--- config.mk ---
export PLATFORM = sky130hd
export DESIGN_NAME = scan_sequencer
export DESIGN_NICKNAME = d
export VERILOG_FILES = /design/src/rtl/scan_sequencer.sv
export SDC_FILE = /design/constraint.sdc
export NUM_CORES = 1
export LEC_CHECK = 0
export CAP_MARGIN = 30
export CORE_MARGIN = 10
export CORE_UTILIZATION = 35
export DETAILED_ROUTE_END_ITERATION = 8
export GPL_ROUTABILITY_DRIVEN = 0
export PLACE_DENSITY = 0.58
export SLEW_MARGIN = 10
export SYNTH_ARGS = -nofsm -noshare
export SYNTH_HDL_FRONTEND = slang
export SYNTH_SLANG_ARGS = --single-unit
--- constraint.sdc ---
create_clock -name clk -period 4.7 [get_ports clk]
set_clock_uncertainty 0.15 [all_clocks]
set_input_delay 1.175 -clock clk [delete_from_list [all_inputs] [get_ports clk]]
set_output_delay 1.175 -clock clk [all_outputs]
set_load 0.005 [all_outputs]
--- src/rtl/scan_sequencer.sv ---
// ============================================================================
// Module      : scan_sequencer
// Description : Steps the 4-bit select code of a 4-to-16 decoder through all
//               16 codes with a programmable dwell per code. Optional build
//               macro SCAN_SEQ_REVERSE_EN adds a descending-scan 'dir' input.
// Revision    : 1.0 - initial release
// ============================================================================
`default_nettype none

module scan_sequencer #(
    parameter int DWELL_W = 8
) (
    input  logic               clk,
    input  logic               rst_n,
    input  logic               start,
    input  logic               stop,
    input  logic               loop,
    input  logic [DWELL_W-1:0] dwell,
`ifdef SCAN_SEQ_REVERSE_EN
    input  logic               dir,
`endif
    output logic               a,
    output logic               b,
    output logic               c,
    output logic               d,
    output logic               valid,
    output logic               busy,
    output logic               step,
    output logic               done
);

    localparam logic [0:0] S_IDLE = 1'b0;
    localparam logic [0:0] S_SCAN = 1'b1;
    localparam logic [DWELL_W-1:0] c_cnt_one = {{(DWELL_W-1){1'b0}}, 1'b1};

    logic [0:0]         r_state;
    logic [3:0]         r_code;
    logic [DWELL_W-1:0] r_cnt;
    logic [DWELL_W-1:0] r_dwell;
    logic               r_loop;
    logic               r_valid;
    logic               r_step;
    logic               r_done;

    logic [3:0]         w_start_code;
    logic [3:0]         w_last_code;
    logic [3:0]         w_next_code;

`ifdef SCAN_SEQ_REVERSE_EN
    logic               r_dir;

    // Start code is chosen from the live 'dir' because it is latched on the same edge.
    assign w_start_code = dir   ? 4'hF : 4'h0;
    assign w_last_code  = r_dir ? 4'h0 : 4'hF;
    assign w_next_code  = r_dir ? (r_code - 4'd1) : (r_code + 4'd1);
`else
    assign w_start_code = 4'h0;
    assign w_last_code  = 4'hF;
    assign w_next_code  = r_code + 4'd1;
`endif

    always_ff @(posedge clk) begin
        if (!rst_n) begin
            r_state <= S_IDLE;
            r_code  <= 4'h0;
            r_cnt   <= '0;
            r_dwell <= '0;
            r_loop  <= 1'b0;
            r_valid <= 1'b0;
            r_step  <= 1'b0;
            r_done  <= 1'b0;
`ifdef SCAN_SEQ_REVERSE_EN
            r_dir   <= 1'b0;
`endif
        end else begin
            r_step <= 1'b0;
            r_done <= 1'b0;
            if (stop) begin
                r_state <= S_IDLE;
                r_code  <= 4'h0;
                r_cnt   <= '0;
                r_valid <= 1'b0;
            end else begin
                case (r_state)
                    S_IDLE: begin
                        r_code  <= 4'h0;
                        r_cnt   <= '0;
                        r_valid <= 1'b0;
                        if (start) begin
                            r_state <= S_SCAN;
                            r_loop  <= loop;
                            r_dwell <= dwell;
`ifdef SCAN_SEQ_REVERSE_EN
                            r_dir   <= dir;
`endif
                            r_code  <= w_start_code;
                            r_valid <= 1'b1;
                            r_step  <= 1'b1;
                        end
                    end
                    S_SCAN: begin
                        if (r_cnt == r_dwell) begin
                            r_cnt <= '0;
                            if (r_code != w_last_code) begin
                                r_code <= w_next_code;
                                r_step <= 1'b1;
                            end else if (r_loop) begin
                                r_code <= w_next_code;
                                r_step <= 1'b1;
                            end else begin
                                // Normal end of a single sweep.
                                r_state <= S_IDLE;
                                r_code  <= 4'h0;
                                r_valid <= 1'b0;
                                r_done  <= 1'b1;
                            end
                        end else begin
                            r_cnt <= r_cnt + c_cnt_one;
                        end
                    end
                    default: begin
                        r_state <= S_IDLE;
                        r_code  <= 4'h0;
                        r_cnt   <= '0;
                        r_valid <= 1'b0;
                    end
                endcase
            end
        end
    end

    assign a     = r_code[3];
    assign b     = r_code[2];
    assign c     = r_code[1];
    assign d     = r_code[0];
    assign valid = r_valid;
    assign busy  = r_valid;
    assign step  = r_step;
    assign done  = r_done;

endmodule

`default_nettype wire

======== Word level (Yosys, flattened, before mapping) ========
Index checks and enable logic that the tools add are counted.
cells by class
  reduce and logical (&&, ||, !) cells .... 4
  bitwise logic cells ..................... 4
  shift operators ......................... 0
  divide/modulo/power cells ............... 0
  eq/ne operators ......................... 5
  magnitude comparators ................... 0
  multiply operators ...................... 0
  $add $sub $neg .......................... 2
  mux-type cells .......................... 18
operator list
  kind                                                   count
  case mux 8 bit (2 select lines)                        1
  two-way mux 4 bit                                      3
  two-way mux 1 bit                                      9
  adder 8 x 1 -> 8 bit, second input constant            1
  equality test 8 bit                                    1
  two-way mux 8 bit                                      1
  case mux 4 bit (2 select lines)                        1
  case mux 1 bit (2 select lines)                        3
  AND reduction 3 bit                                    2
  OR reduction 5 bit                                     1
  adder 4 x 1 -> 4 bit, second input constant            1
  inequality test 2 bit, second input constant           2
  inequality test 4 bit, second input constant           1
  NOT 1 bit                                              4
  inequality test 2 x 1 -> 1 bit, second input constant  1
  OR reduction 2 bit                                     1
storage, ports and cells
  bits in latches ......................... 0
  ROM bits ................................ 0
  RAM bits ................................ 0
  logic and storage cells ................. 41
  output and inout port bits .............. 8
  memories kept ........................... 0
  bits in registers ....................... 25
  input port bits ......................... 13

======== Longest topological paths before layout ========
  depth in word-level cells ............... 5
  depth in mapped cells ................... 6
  gate-level depth less buffers ........... 6

======== Least setup slack after synthesis ========
No wires, ideal clock.
  kind .................................... in2reg
  start point ............................. input port stop
  end point ............................... register r_code[3]
  data required time ...................... 4480 ps
  cell stages on the path ................. 4
  path buffers ............................ 0
  slack ................................... 2449 ps
  library setup time ...................... 70 ps
  data arrival time ....................... 2031 ps
  cell sequence ........................... nand3b_1 > a31o_2 > a311o_1 > a21oi_1
on the way
  cells in the longest elaborated chain, start to end .. 1
ends and longest elaborated chain
  element                              RTL line  source
  start, declared                      16        input logic stop,
  OR reduction 2 bit (no source line)  -
  end signal, assigned                 96        r_code <= w_start_code;
  end signal, assigned                 105       r_code <= w_next_code;
  end signal, assigned                 108       r_code <= w_next_code;
  end, declared                        37        logic [3:0] r_code;
No other way between the ends.
A chain may end at the register's enable or synchronous reset.

======== Worst setup path in the final report ========
  start point ............................. input port rst_n
  end point ............................... register r_code[3]
on the way
  cells in the longest elaborated chain, start to end .. 2
ends and longest elaborated chain
  element                              RTL line  source
  start, declared                      14        input logic rst_n,
  NOT 1 bit (no source line)           -
  OR reduction 2 bit (no source line)  -
No other way between the ends.

==> metrics.csv <==
stage;metric;value;unit
min_path;depth of the worst hold-timing path;1;
die;Die Span Y;75.93;um
drt;via-per-instance ratio;4.719;
logic_synthesis;post-synthesis xor/xnor area fraction;12.00;%
status;outcome;complete, no violations;
placed_design;minimum setup slack after placement;1.654;ns
logic_synthesis;multiplexer area fraction after synthesis;9.143;%
grt;global-route wire length before repair;3898;um
die;starting density of the core;36.16;%
drt;starting DRC count in detailed routing;75;
clock_tree;post-CTS setup repair buffer count;0;
clock_tree;clock root buffer;sky130_fd_sc_hd__clkbuf_4;
finish;multi-input combinational cell area;571.8;um2
worst_setup_path;cell with the biggest individual delay on the critical path;sky130_fd_sc_hd__clkdlybuf4s50_1;
worst_setup_path;setup slack, reg-to-reg;2.87;ns
min_path;min-delay src;r_cnt[0];
min_path;HP Class;reg -> reg;
finish;flip-flop and latch area;500.5;um2
worst_setup_path;cell class contributing the biggest share of worst-path delay;compound AO/OA/AOI/OAI gates;
die;floorplan die width;75.93;um
timing;measured slew at the worst slew-check pin;0.3961;ns
logic_synthesis;average instance area after synthesis;9.775;um2
power;power density normalized to cell area;263.9;nW/um2
clock_tree;clock latency reported for the late side of the worst-skew pair;0.31;ns
logic_synthesis;count of flip-flops with a built-in enable after synthesis;0;
timing;worst hold slack after final layout;0.3640;ns
logic_synthesis;Async S/R FF share, synth;0;%
logic_synthesis;total number of yosys warnings;0;
finish;post-synthesis to final-layout area growth;25.49;%
logic_synthesis;post-synthesis register bit count;25;
finish;top library cells by usage in the layout, fill and taps aside;sky130_fd_sc_hd__dfxtp_1, sky130_fd_sc_hd__clkdlybuf4s50_1, sky130_fd_sc_hd__xor2_1;
worst_setup_path;endpoint type of the worst setup path;flop;
die;standard-cell row count;20;
worst_setup_path;R2R depth;5;
worst_setup_path;critical path launch point type;input port;
worst_setup_path;number of logic stages on the critical path including buffering;5;
finish;diode count;0;
logic_synthesis;simple-gate portion of the synthesized area;23.09;%
drt;Pre-Repair DR Iteration Count;4;
die;Floorplan Core Area;3028;um2
grt;aggregate global routing overflow;0;
finish;final-stage net count;150;
logic_synthesis;compound-gate portion of the synthesized area;5.257;%
grt;Tot GR Track Use;7.876;%
timing;post-route minimum period;2.681;ns
clock_tree;Clock Pin Slew Worst Setup and Hold Paths;0.14;ns
power;IR Drop Worst-Case VDD;0.0001077;V
logic_synthesis;gate count after technology mapping;112;
worst_setup_path;Buf/Inv on CP;1;
clock_tree;post-cts repair resize count;0;
logic_synthesis;dominant combinational cell family by area after synthesis;simple AND/OR/NAND/NOR gates;
logic_synthesis;post-synthesis instance area;1095;um2
placed_design;cell area after placement;1339;um2
timing;f_max;372.9;MHz
worst_setup_path;Worst Path Max Fanout;11;
finish;design area;1374;um2
power;Final Total Pwr;362.5;uW
power;Leak;0.5429;nW
logic_synthesis;register area share after synthesis;45.71;%
logic_synthesis;count of unique library cells instantiated by Yosys;30;
die;die area;5765;um2
finish;fill cell total of the finished layout;304;
min_path;sink of the worst hold path;r_cnt[0];
finish;fraction of layout cells with a size suffix above 1;9.701;%
drt;total number of vias;840;
clock_tree;hold_buf cts;0;
clock_tree;clk sink count;25;
placed_design;HPWL reported at the end of detailed placement;1768;um
timing;Setup-failing EPs final;0;
clock_tree;total CTS buffers;3;
drt;routed wire length;2256;um
worst_setup_path;required time reported for the critical path endpoint;4.81;ns
grt;maximum number of pins on one net before global-route repair;15;
timing;Setup Total Neg Slack;0;ns
finish;utilization after layout;45.37;%
worst_setup_path;maximum single-stage delay on the critical path;0.65;ns
timing;final critical-path setup slack;2.019;ns
clock_tree;TritonCTS clock tree;yes;
worst_setup_path;startpoint-to-endpoint class of the critical path;in -> reg;
finish;commonest non-fill, non-tap cell in the layout;sky130_fd_sc_hd__dfxtp_1;
clock_tree;Clock Path Buffers;2;
logic_synthesis;Net Count, Synth;127;
grt;initial antenna violation count;0;
worst_setup_path;Reg2Reg Launch Point;r_cnt[5];
die;boundary pin count;21;
drt;DRC;0;
clock_tree;number of levels the H-tree was split into;1;
timing;Slew HR;73.35;%
drt;average wire per standard cell;12.67;um
timing;final critical-path share of the clock period;57.05;%
logic_synthesis;most common flop cell mapped by yosys;sky130_fd_sc_hd__dfxtp_1;
drt;antenna-violating nets left;0;
logic_synthesis;adder-cell share of the synthesized area;2.286;%
grt;vias in the first global route;828;
timing;final number of max-transition violations;0;
placed_design;DP Cell Count;173;
timing;unrepaired setup endpoints after global routing;false;
flow_run;max-cap check violation count;0;
placed_design;port buffer count;20;
worst_setup_path;data arrival time of the critical path;2.79;ns
finish;number of non-filler instances in the completed layout;178;
worst_setup_path;reg-to-reg endpoint;r_code[0];
worst_setup_path;CP Cell Sequence;clkdlybuf4s50_1 > nand3b_1 > a31o_2 > a311o_1 > a21oi_1;
timing;final hold vios;0;
worst register-to-register path, stage by stage, from the launching register on:
cell,delay [ns]
sky130_fd_sc_hd__dfxtp_1,0.37
sky130_fd_sc_hd__xor2_1,0.17
sky130_fd_sc_hd__nor4_2,0.38
sky130_fd_sc_hd__nand2_2,0.18
sky130_fd_sc_hd__or3_1,0.39
sky130_fd_sc_hd__a21oi_2,0.12
power by group:
group / switching [mW] / internal [mW] / total [mW]
clock network: 0.0625 / 0.0318 / 0.0943
logic: 0.0202 / 0.0258 / 0.0460
registers: 0.00461 / 0.218 / 0.222
total: 0.0873 / 0.275 / 0.363
Yosys cell counts (all sizes together) (2+ instances only):
cell type / n / area [um2]
dfxtp: 25 / 500.5
xor2: 13 / 113.9
nor2: 11 / 41.29
mux2i: 10 / 100.1
nor2b: 9 / 56.30
nand2: 7 / 28.78
nand3: 6 / 30.03
nor4: 4 / 37.53
a21oi: 3 / 18.77
and3: 3 / 20.02
inv: 3 / 11.26
buf: 2 / 12.51
ha: 2 / 25.02
or3: 2 / 12.51
xnor2: 2 / 17.52
state kept, by name, summed over array words and instances, names as in the netlist:
signal / flops
r_loop: 1
r_cnt: 8
r_code: 4
step: 1
r_state: 1
done: 1
busy: 1
r_dwell: 8
cells by family (layout without fill, tap and decap cells):
logic type,Yosys count,in the layout
AND/OR/NAND/NOR,46,46
adder cells (fa/ha/maj),2,2
AO/OA/AOI/OAI,8,8
multiplexers,10,10
XOR/XNOR,15,15
flip-flops,25,25
buffers and inverters,6,28
area by class of cell:
type	instances	share of cell area (%)
clock inverter	1	0.3643
tap	44	4.007
clock buffer	3	1.639
inverter	3	0.8197
sequential	25	36.43
timing repair buffer	21	15.12
multi-input combinational	81	41.62
layer usage:
layer  vias up  global-route usage, %  share of wire [%]  wire length [um]
met1       389                  10.49                 48              1094
met5         -                      0                  0                 0
met4         0                  2.273                1.0                23
met3         4                  2.594                5.4               122
met2        22                  11.65                 45              1016
li1        425                      -                  -                 -
worst max-delay path by stage:
stage / to / from / slack (ns)
after floorplan: r_code[3] / stop / 2.45
after global placement: busy / stop / 1.69
after detailed placement: r_code[3] / rst_n / 1.65
after CTS: r_code[3] / rst_n / 1.97
after global routing: r_code[3] / rst_n / 1.89
final: r_code[3] / rst_n / 2.02
(Power assumes the default switching activity.)
